--- src/rtl/tl_a_arbiter_2to1.sv ---
`timescale 1ns/1ps
// -----------------------------------------------------------------------------
// tl_a_arbiter_2to1
//
// Shares one downstream TileLink-UL A/D port between two uncached clients.
// The A channel is arbitrated combinationally. Multi-beat Put bursts lock the
// grant to their owner until the last beat has fired. The winning port index
// is prepended to the source field. D-channel beats are routed back to a
// client using that extra source MSB, and the MSB is stripped again on return.
//
// Configuration macro:
//   TL_ARB_ROUND_ROBIN_EN  defined     -> round-robin priority between ports
//                          not defined -> fixed priority, port 0 wins ties
//
// Ports:
//   clock, reset               sole clock (rising edge), sync active-high reset
//   in{0,1}_a_*                client A requests (valid/ready + payload)
//   in{0,1}_d_*                client D responses (valid/ready + payload)
//   out_a_*                    downstream A request, source is SRC_W+1 bits
//   out_d_*                    downstream D response, source MSB selects client
// -----------------------------------------------------------------------------
module tl_a_arbiter_2to1 #(
  parameter int BEAT_BYTES_LOG2 = 3,
  parameter int SRC_W           = 6
) (
  input  logic               clock,
  input  logic               reset,

  input  logic               in0_a_valid,
  output logic               in0_a_ready,
  input  logic [2:0]         in0_a_bits_opcode,
  input  logic [2:0]         in0_a_bits_param,
  input  logic [2:0]         in0_a_bits_size,
  input  logic [SRC_W-1:0]   in0_a_bits_source,
  input  logic [31:0]        in0_a_bits_address,
  input  logic [7:0]         in0_a_bits_mask,
  input  logic [63:0]        in0_a_bits_data,
  input  logic               in0_a_bits_corrupt,
  output logic               in0_d_valid,
  input  logic               in0_d_ready,
  output logic [2:0]         in0_d_bits_opcode,
  output logic [1:0]         in0_d_bits_param,
  output logic [2:0]         in0_d_bits_size,
  output logic [SRC_W-1:0]   in0_d_bits_source,
  output logic [2:0]         in0_d_bits_sink,
  output logic               in0_d_bits_denied,
  output logic [63:0]        in0_d_bits_data,
  output logic               in0_d_bits_corrupt,

  input  logic               in1_a_valid,
  output logic               in1_a_ready,
  input  logic [2:0]         in1_a_bits_opcode,
  input  logic [2:0]         in1_a_bits_param,
  input  logic [2:0]         in1_a_bits_size,
  input  logic [SRC_W-1:0]   in1_a_bits_source,
  input  logic [31:0]        in1_a_bits_address,
  input  logic [7:0]         in1_a_bits_mask,
  input  logic [63:0]        in1_a_bits_data,
  input  logic               in1_a_bits_corrupt,
  output logic               in1_d_valid,
  input  logic               in1_d_ready,
  output logic [2:0]         in1_d_bits_opcode,
  output logic [1:0]         in1_d_bits_param,
  output logic [2:0]         in1_d_bits_size,
  output logic [SRC_W-1:0]   in1_d_bits_source,
  output logic [2:0]         in1_d_bits_sink,
  output logic               in1_d_bits_denied,
  output logic [63:0]        in1_d_bits_data,
  output logic               in1_d_bits_corrupt,

  output logic               out_a_valid,
  input  logic               out_a_ready,
  output logic [2:0]         out_a_bits_opcode,
  output logic [2:0]         out_a_bits_param,
  output logic [2:0]         out_a_bits_size,
  output logic [SRC_W:0]     out_a_bits_source,
  output logic [31:0]        out_a_bits_address,
  output logic [7:0]         out_a_bits_mask,
  output logic [63:0]        out_a_bits_data,
  output logic               out_a_bits_corrupt,

  input  logic               out_d_valid,
  output logic               out_d_ready,
  input  logic [2:0]         out_d_bits_opcode,
  input  logic [1:0]         out_d_bits_param,
  input  logic [2:0]         out_d_bits_size,
  input  logic [SRC_W:0]     out_d_bits_source,
  input  logic [2:0]         out_d_bits_sink,
  input  logic               out_d_bits_denied,
  input  logic [63:0]        out_d_bits_data,
  input  logic               out_d_bits_corrupt
);

  localparam logic       ST_IDLE        = 1'b0;
  localparam logic       ST_LOCKED      = 1'b1;
  localparam logic [2:0] OP_PUT_FULL    = 3'd0;
  localparam logic [2:0] OP_PUT_PARTIAL = 3'd1;
  localparam logic [2:0] BEAT_SIZE      = 3'(BEAT_BYTES_LOG2);

  logic       locked;
  logic       owner;
  logic [7:0] beats_left;
  logic       prio;
  logic       winner;
  logic       a_fire;
  logic [7:0] msg_beats;
  logic       d_sel;

  // While a burst is in flight the owner keeps the grant; otherwise a lone
  // requester wins, and a tie is broken by the current priority holder.
  always_comb begin
    winner = 1'b0;
    if (locked == ST_LOCKED) begin
      winner = owner;
    end else if (in0_a_valid && in1_a_valid) begin
      winner = prio;
    end else if (in1_a_valid) begin
      winner = 1'b1;
    end
  end

  assign out_a_valid = winner ? in1_a_valid : in0_a_valid;
  assign in0_a_ready = out_a_ready & in0_a_valid & ~winner;
  assign in1_a_ready = out_a_ready & in1_a_valid &  winner;
  assign a_fire      = out_a_valid & out_a_ready;

  assign out_a_bits_opcode  = winner ? in1_a_bits_opcode  : in0_a_bits_opcode;
  assign out_a_bits_param   = winner ? in1_a_bits_param   : in0_a_bits_param;
  assign out_a_bits_size    = winner ? in1_a_bits_size    : in0_a_bits_size;
  assign out_a_bits_source  = {winner, (winner ? in1_a_bits_source : in0_a_bits_source)};
  assign out_a_bits_address = winner ? in1_a_bits_address : in0_a_bits_address;
  assign out_a_bits_mask    = winner ? in1_a_bits_mask    : in0_a_bits_mask;
  assign out_a_bits_data    = winner ? in1_a_bits_data    : in0_a_bits_data;
  assign out_a_bits_corrupt = winner ? in1_a_bits_corrupt : in0_a_bits_corrupt;

  // Only Puts carry data beats; anything wider than one beat is a burst of
  // 2^(size - BEAT_BYTES_LOG2) beats. Requests without data are one beat.
  always_comb begin
    msg_beats = 8'd1;
    if ((out_a_bits_opcode == OP_PUT_FULL || out_a_bits_opcode == OP_PUT_PARTIAL) &&
        (out_a_bits_size > BEAT_SIZE)) begin
      msg_beats = 8'd1 << (out_a_bits_size - BEAT_SIZE);
    end
  end

  // Burst lock: the first fired beat of a multi-beat Put latches the owner
  // and the remaining beat count, which then counts down one per fire.
  always_ff @(posedge clock) begin
    if (reset) begin
      locked     <= ST_IDLE;
      owner      <= 1'b0;
      beats_left <= 8'd0;
    end else if (a_fire) begin
      if (locked == ST_LOCKED) begin
        beats_left <= beats_left - 8'd1;
        if (beats_left == 8'd1) begin
          locked <= ST_IDLE;
        end
      end else if (msg_beats != 8'd1) begin
        locked     <= ST_LOCKED;
        owner      <= winner;
        beats_left <= msg_beats - 8'd1;
      end
    end
  end

`ifdef TL_ARB_ROUND_ROBIN_EN
  logic last_beat;

  assign last_beat = (locked == ST_LOCKED) ? (beats_left == 8'd1) : (msg_beats == 8'd1);

  // Priority passes to the other port once a whole message has gone through,
  // so a port that just finished yields on the next tie.
  always_ff @(posedge clock) begin
    if (reset) begin
      prio <= 1'b0;
    end else if (a_fire && last_beat) begin
      prio <= ~winner;
    end
  end
`else
  assign prio = 1'b0;
`endif

  // D is stateless: every beat is steered by its own source MSB, and the
  // payload fans out to both clients unchanged apart from the stripped MSB.
  assign d_sel       = out_d_bits_source[SRC_W];
  assign in0_d_valid = out_d_valid & ~d_sel;
  assign in1_d_valid = out_d_valid &  d_sel;
  assign out_d_ready = d_sel ? in1_d_ready : in0_d_ready;

  assign in0_d_bits_opcode  = out_d_bits_opcode;
  assign in0_d_bits_param   = out_d_bits_param;
  assign in0_d_bits_size    = out_d_bits_size;
  assign in0_d_bits_source  = out_d_bits_source[SRC_W-1:0];
  assign in0_d_bits_sink    = out_d_bits_sink;
  assign in0_d_bits_denied  = out_d_bits_denied;
  assign in0_d_bits_data    = out_d_bits_data;
  assign in0_d_bits_corrupt = out_d_bits_corrupt;

  assign in1_d_bits_opcode  = out_d_bits_opcode;
  assign in1_d_bits_param   = out_d_bits_param;
  assign in1_d_bits_size    = out_d_bits_size;
  assign in1_d_bits_source  = out_d_bits_source[SRC_W-1:0];
  assign in1_d_bits_sink    = out_d_bits_sink;
  assign in1_d_bits_denied  = out_d_bits_denied;
  assign in1_d_bits_data    = out_d_bits_data;
  assign in1_d_bits_corrupt = out_d_bits_corrupt;

endmodule

--- config.mk ---
export PLATFORM = sky130hd
export DESIGN_NAME = tl_a_arbiter_2to1
export DESIGN_NICKNAME = d
export VERILOG_FILES = /design/src/rtl/tl_a_arbiter_2to1.sv
export SDC_FILE = /design/constraint.sdc
export NUM_CORES = 1
export LEC_CHECK = 0
export ABC_CLOCK_PERIOD_IN_PS = 4800
export CORE_AREA = 2 2 241 243
export DETAILED_ROUTE_END_ITERATION = 8
export DIE_AREA = 0 0 243 245
export DONT_BUFFER_PORTS = 1
export PLACE_DENSITY = 0.3
export SLEW_MARGIN = 20
export SYNTH_ARGS = -nofsm -noshare
export SYNTH_HDL_FRONTEND = slang
export SYNTH_SLANG_ARGS = --single-unit
export TNS_END_PERCENT = 20
--- constraint.sdc ---
create_clock -name clock -period 4.8 [get_ports clock]
set_input_delay 0 -clock clock [delete_from_list [all_inputs] [get_ports clock]]
set_output_delay 0 -clock clock [all_outputs]
set_load 0.005 [all_outputs]
# Word level (Yosys, flattened, before mapping)
# Index checks and enable logic that the tools add are counted.
classes:
  addsub: 3
  n_lt_le_gt_ge: 1
  eq_ne: 3
  shifts: 1
  mux: 19
  bitwise: 10
  reduce_logical: 7
op_table:
  columns: ["op", "n"]
  rows:
  - ["2-to-1 mux 64 bit", 1]
  - ["2-to-1 mux 32 bit", 1]
  - ["2-to-1 mux 8 bit", 4]
  - ["subtractor 8 x 1 -> 8 bit, second input constant", 2]
  - ["2-to-1 mux 1 bit", 9]
  - ["2-to-1 mux 3 bit", 3]
  - ["== test 8 x 1 -> 1 bit, second input constant", 1]
  - ["!= test 8 x 1 -> 1 bit, second input constant", 1]
  - ["<< shifter 1 x 3 -> 8 bit, first input constant", 1]
  - ["AND 1 bit", 7]
  - ["2-to-1 mux 6 bit", 1]
  - ["== test 3 x 1 -> 1 bit, second input constant", 1]
  - ["greater-than comparator 3 x 2 -> 1 bit, second input constant", 1]
  - ["logical NOT 3 bit", 1]
  - ["NOT 1 bit", 3]
  - ["AND reduction 3 bit", 1]
  - ["subtractor 3 x 2 -> 3 bit, second input constant", 1]
  - ["logical AND 1 bit", 2]
  - ["AND reduction 2 bit", 1]
  - ["nonzero test 2 bit", 1]
  - ["logical OR 1 bit", 1]
totals:
  register_bits: 10
  input_bits: 332
  out_inout_bits: 293
  elab_cells: 47

# Logic depth before layout (Yosys ltp)
# Gate-level depths: netlist of run 1.
depth:
  ltp_word: 11
  mapped_depth: 11

# Least setup slack after synthesis of run 1
# No wires, ideal clock.
synth_timing:
  kind: "register -> register"
  startpoint: "register locked"
  endpoint: "register locked"
  setup_ps: 115
  t_arrival_ps: 2583
  required_time_ps: 4685
  setup_slack_ps: 2103
  stages_incl_launch_ff: 11
  n_path_buf: 1
  path_cell_list: "dfxtp_1 > or3b_2 > nand2_4 > buf_4 > mux2_2 > nand2_1 > ha_1 > inv_1 > a2111oi_4 > and2b_2 > o21a_1"
synth_via:
  elab_chain_cells: 9
synth_rtl:
  columns: ["element", "line", "source"]
  rows:
  - ["start, declared", "100", "logic locked;"]
  - ["start signal, assigned", "150", "locked <= ST_IDLE;"]
  - ["start signal, assigned", "157", "locked <= ST_IDLE;"]
  - ["start signal, assigned", "160", "locked <= ST_LOCKED;"]
  - ["branches (longest 9 deep; another with subtractor 3 x 2 -> 3 bit)", null, null]
# Several ways; the timed one is not identified.
# A chain may end at the register's enable or synchronous reset.

# Worst setup path after layout of run 1
layout_timing:
  startpoint: "register locked"
  endpoint: "register locked"
layout_via:
  elab_chain_cells: 9
layout_rtl:
  columns: ["element", "line", "source"]
  rows:
  - ["2-to-1 mux 1 bit (*)", "113", "if (locked == ST_LOCKED) begin"]
  - ["via out_a_bits_source[6]", "76", "output logic [SRC_W:0] out_a_bits_source,"]
  - ["branches (longest 8 deep; another with subtractor 3 x 2 -> 3 bit)", null, null]
# Mark *: on every way through the listed nets, which the timed path passes.

==> impl_metrics.ini, run 1 <==
[clock_tree]
clockRootBuffer = clkbuf_16
cts_tree = done
clockBufferDepth = 2
ctsResizeCount = 0
cts_sinks = 10
postCtsSetupBuffers = 0
insertion_delay_ns = 0.23
cts_made_buffers = 3
clkTransAtPathRegs_ns = 0.04
cts-htree-levels = 1

[worst_setup_path]
critPathTopFamily = simple AND/OR/NAND/NOR gates
critPathMaxFanout = 48
worstSetupPathType = reg2reg
critical-path-slowest-cell = or3b_2
crit_arrival_ns = 3.63
worstPathCellList = or3b_2 -> nand2_8 -> mux2_2 -> nand2_1 -> ha_1 -> inv_1 -> a2111oi_4 -> and2b_2 -> o21a_1
max_stage_delay_ns = 0.67
cp-start-kind = flop
cp.buffers_inverters = 1
worst_ep_required_time_ns = 4.93
end_kind = flop

[sta]
max_freq_mhz = 285
slew_viol_final = 0
hold_ws_ns = 0.00000248
finalSetupTns_ns = 0
setup_viol = 0
hold_viol_final = 0
rsz0062_at_grt = no
slew_headroom_pct = 37.2
skew_ns = 0.00123
worst_pin_slew_ns = 0.942
fin_crit_sh_pct = 73.0
fin_crit_ns = 3.50

[power]
leakage_uw = 0.000813
switchingPower_uw = 201
p_comb_share_pct = 52.9
seqPwrFrac_pct = 19.1
p_int_uw = 320
p_total_uw = 521
clock_power_share_pct = 28.0
power.density_nw_per_um2 = 155
peakVddDrop_uv = 70.1
p_sw_share_pct = 38.5

[synthesis]
synth_most_common_cell = buf_4
syn_inst = 415
ys_seq_elements = 10
async_flop_share_pct = 0
yosysUniqueCellTypes = 45
synth_edf_count = 0
synth_ff_type = dfxtp_1
synth_area_sq_um = 3650
synth_top_area_cell = mux2_2
syn-num-nets = 751
yosys-top-cells-count = buf_4 (175), mux2_2 (124), dfxtp_1 (10), nor2_1 (10), inv_1 (9)
synth_top_area_share_pct = 38.3
ys_seq_area_share_pct = 5.49
avgSynthCellArea_sq_um = 8.79
synthTopCellsByArea = mux2_2 (38%), buf_4 (36%), dfxtp_1 (5.5%), a2111oi_4 (1.5%), ha_1 (1.4%)
yosysWarnings = 0

[floorplanning]
dieArea_sq_um = 59500
die_w_microns = 243
fp-row-count = 88
core_area_sq_um = 57000
die-height_microns = 245
io_pins = 625
initial_core_util_pct = 6.40

[route]
highest_layer = met5
vias = 2329
drcViolationCount = 0
wl_met3_microns = 3190
routedWlPerCell_microns = 18.5
m1WireLength_microns = 6900
wl_microns = 18700
drt-initial-drc-count = 60
drtPass1Iterations = 4
viasPerCell = 2.31
wl_met2_microns = 8090
ant_nets = 0

[placement]
dp.cells = 998
dp_hpwl_microns = 17200
place_congestion = 0.774
io_buffer_count = 0

[final_layout]
final_nets = 575
drive_above_1_share_pct = 57.4
final_cells = 1009
area_growth_pct = -7.75

[grt]
overflow = 0
grt_pass1_wl_microns = 22000
first_global_vias = 2295
grt_max_degree = 81
grt_use_total_pct = 5.57
antenna_found_initial = 15

[worst_hold_path]
hold_class = in2out

[flow_run]
drv_cap = 0

[outcome]
status = completed
## metal layers
layer	up-vias	track usage [%]
met2	329	8.19
met3	43	4.26
met1	1019	6.13
met5	-	0
li1	930	-
met4	8	1.79
## cells by family (layout without fill, tap and decap cells)
kind of cell               Yosys count  count (layout)  share of synthesized area [%]
buffers and inverters              192              14                           38.2
muxes                              128             128                           39.4
and+or+nand+nor                     47              47                           7.89
AOI/OAI and AO/OA                   32              32                           7.24
DFF                                 10              10                           5.49
adders and majority gates            4               4                           1.37
xor gates and xnor gates             2               2                          0.480
other                                0               7                              0
## final timing paths
check	slack, ns	depth (start not counted)	end	from
worst max-delay path	1.30	9	locked	locked
worst min-delay path	0.000002	0	in0_d_bits_data[38]	out_d_bits_data[38]
worst max register to register	1.30	9	locked	locked
worst min register to register	0.53	2	beats_left[5]	beats_left[5]
## sequential cells by signal, indices dropped and copies added (netlist names)
name and cells:
beats_left 8, owner 1, locked 1
## timing repair
action                                 4_1_cts  5_1_grt
setup endpoints to repair                    0        0
hold buffers                                 1        0
endpoints found under the hold margin        9        0
## through the flow
stage               utilization, %  cell area [sq um]  setup WS (ns)
global placement              5.72               3260           1.20
finish                        5.90               3370           1.30
CTS                           5.87               3350           1.22
detailed placement            5.72               3260           1.24
floorplan                        -               3650           2.10
global route                  5.89               3360          0.947
## layout by cell type (no fill, tap or decap), types with 2 or more instances in the layout
cell type and instances:
a22oi_1 2, a31oi_1 4, nor2_1 10, nand3_1 3, inv_1 9, mux2_2 124, ha_1 4, o21a_1 2
nand3b_1 3, a21oi_1 4, nor3_1 5, xnor2_1 2, nor2b_1 2, nand2_1 6, a221oi_1 2, clkbuf_16 3
or4_1 2, mux2i_1 4, a2111oi_4 2, diode_2 7, and3_1 2, dfxtp_1 10, o21ai_0 6, o31ai_1 2
nor3b_1 4
## worst reg2reg max path: cells and delay by family (launching register included)
family / cells / cell delay, ns
fa+ha+maj: 1 / 0.17
flops: 1 / 0.57
mux: 1 / 0.45
simple gates: 4 / 1.42
compound gates: 2 / 0.71
buf+inv: 1 / 0.07
## layout make-up
cell class	instances	area (sq um)
antenna	7	17.5
clock buffer	3	75.1
fill	6733	53700
inverter	9	33.8
multi-input combinational	213	2060
sequential	10	200
tap	765	957
timing repair buffer	2	17.5
## power groups by stage
stage	logic [uW]	clock network, uW	registers, uW
after floorplan	326	0	94.3
after global placement	284	0	101
after detailed placement	280	0	101
after CTS	284	150	99.6
after global routing	297	154	101
final	275	146	99.6
Note: power is estimated with default switching activity, not from simulation.
==> run 2: changes to the inputs <==
--- a/config.mk
+++ b/config.mk
@@ -5,7 +5,7 @@
 export SDC_FILE = /design/constraint.sdc
 export NUM_CORES = 1
 export LEC_CHECK = 0
-export ABC_CLOCK_PERIOD_IN_PS = 4800
+export ABC_CLOCK_PERIOD_IN_PS = 3670
 export CORE_AREA = 2 2 241 243
 export DETAILED_ROUTE_END_ITERATION = 8
 export DIE_AREA = 0 0 243 245
==> constraint.sdc (replaced) <==
create_clock -name clock -period 3.67 [get_ports clock]
set_input_delay 0 -clock clock [delete_from_list [all_inputs] [get_ports clock]]
set_output_delay 0 -clock clock [all_outputs]
set_load 0.005 [all_outputs]
==> run 2 against run 1 <==
Effect of this change:
- via count rose by 1.6%
- cell area rose by 0.67%
- clock skew rose by 0.0030 ns
- hold slack did not move
- first-iteration DRC count rose by 100%
- flip-flop and latch count did not move
- core utilization barely moved
- sequential power rose by 24%
- critical path type unchanged
- largest cell class unchanged
- highest routed layer unchanged
==> impl_metrics.ini, run 2 (synthesis gave the netlist of run 1 again) <==
[outcome]
status = completed

[worst_setup_path]
worst_ep_required_time_ns = 3.80
worstPathCellList = or3b_2 -> nand2_8 -> mux2_2 -> nand2_1 -> ha_1 -> inv_1 -> a2111oi_4 -> buf_4 -> and2b_2 -> o21a_1
end_kind = flop
max_stage_delay_ns = 0.56
worstSetupPathType = reg2reg
cp-start-kind = flop
critPathMaxFanout = 9
cp.buffers_inverters = 2
critPathTopFamily = simple AND/OR/NAND/NOR gates
crit_arrival_ns = 2.84
critical-path-slowest-cell = or3b_2

[power]
p_total_uw = 690
leakage_uw = 0.000828
peakVddDrop_uv = 122
power.density_nw_per_um2 = 204

[flow_run]
drv_cap = 0

[placement]
io_buffer_count = 0
placed_area_sq_um = 3290
dp_hpwl_microns = 17200
place_congestion = 0.752

[sta]
finalSetupTns_ns = 0
fin_crit_ns = 2.71
hold_viol_final = 0
fin_crit_sh_pct = 73.9
setup_viol = 0
rsz0062_at_grt = no
slew_viol_final = 0
hold_ws_ns = 0.00000248
skew_ns = 0.00422
slew_headroom_pct = 30.9
worst_pin_slew_ns = 1.04
max_freq_mhz = 369

[clock_tree]
clkTransAtPathRegs_ns = 0.04
cts_sinks = 10
cts_made_buffers = 3
cts-htree-levels = 1
ctsResizeCount = 0
cts_tree = done
insertion_delay_ns = 0.24
clockBufferDepth = 2
clockRootBuffer = clkbuf_16

[final_layout]
multi_input_area_sq_um = 2060
top_register = beats_left
seq_area_sq_um = 200
design_area_sq_um = 3390
most-common-layout-cells = mux2_2 (124), nor2_1 (10), dfxtp_1 (10)
top_regs = beats_left: 8 flops, locked: 1 flops, owner: 1 flops
final_nets = 578
fillCellCount = 6741
area_growth_pct = -7.13
drive_above_1_share_pct = 57.9
largest_reg_flops = 8
final_common_cell = mux2_2

[route]
drtPass1Iterations = 4
viasPerCell = 2.34
routedWlPerCell_microns = 18.4
ant_nets = 0
wl_microns = 18600
drcViolationCount = 0
vias = 2367
drt-initial-drc-count = 121

[floorplanning]
die_w_microns = 243
fp-row-count = 88
io_pins = 625
initial_core_util_pct = 6.40
core_area_sq_um = 57000
die-height_microns = 245
dieArea_sq_um = 59500

[grt]
grt_use_total_pct = 5.52
gr-usage-met1_pct = 6.32
first_global_vias = 2272
grt_pass1_wl_microns = 21800
busiest_layer = met2
overflow = 0
grt_util_met3_pct = 3.93
grt_max_degree = 85
antenna_found_initial = 15
met2_usage_pct = 8.26

[worst_hold_path]
hold_class = in2out
## run 2: changes by cell type in the layout (fill, tap and decap cells not counted), sizes merged
cell	previous run	this run
buf	1	4
## run 2: layout make-up
type | instances | area share [%]
multi-input combinational | 213 | 60.9
clock buffer | 3 | 2.22
inverter | 9 | 0.997
timing repair buffer | 5 | 1.18
sequential | 10 | 5.91
tap | 765 | 28.2
antenna | 7 | 0.517
## run 2: repair_timing
item / in CTS / in global routing
setup buffers: 0 / 0
hold buffers: 1 / 0
hold endpoints to repair: 9 / 0
## run 2: worst paths after layout
path	from	end	slack, ns	depth (start not counted)
hold reg to reg	beats_left[5]	beats_left[5]	0.54	2
setup / recovery	locked	locked	0.96	10
hold / removal	out_d_bits_data[38]	in0_d_bits_data[38]	0.000002	0
setup reg to reg	locked	locked	0.96	10
## run 2: stage by stage
step / std cells / utilization, % / setup WS, ns
final: 1012 / 5.94 / 0.958
after floorplan: 415 / - / 0.973
after global routing: 1011 / 5.94 / 0.804
after CTS: 1005 / 5.91 / 0.920
after global placement: 1001 / 5.76 / 0.932
after detailed placement: 1001 / 5.76 / 0.943
## run 2: where the power goes
group	internal [uW]	total (uW)	leakage [uW]	switching, uW
registers	116	124	0.0000812	8.04
logic	166	372	0.000710	206
clock network	142	194	0.0000370	52.1
## run 2: routing by layer
layer / share of wire [%] / vias up
met3: 15 / 40
met5: 0.27 / -
met1: 39 / 1058
met2: 43 / 325
met4: 2.3 / 6
li1: - / 938
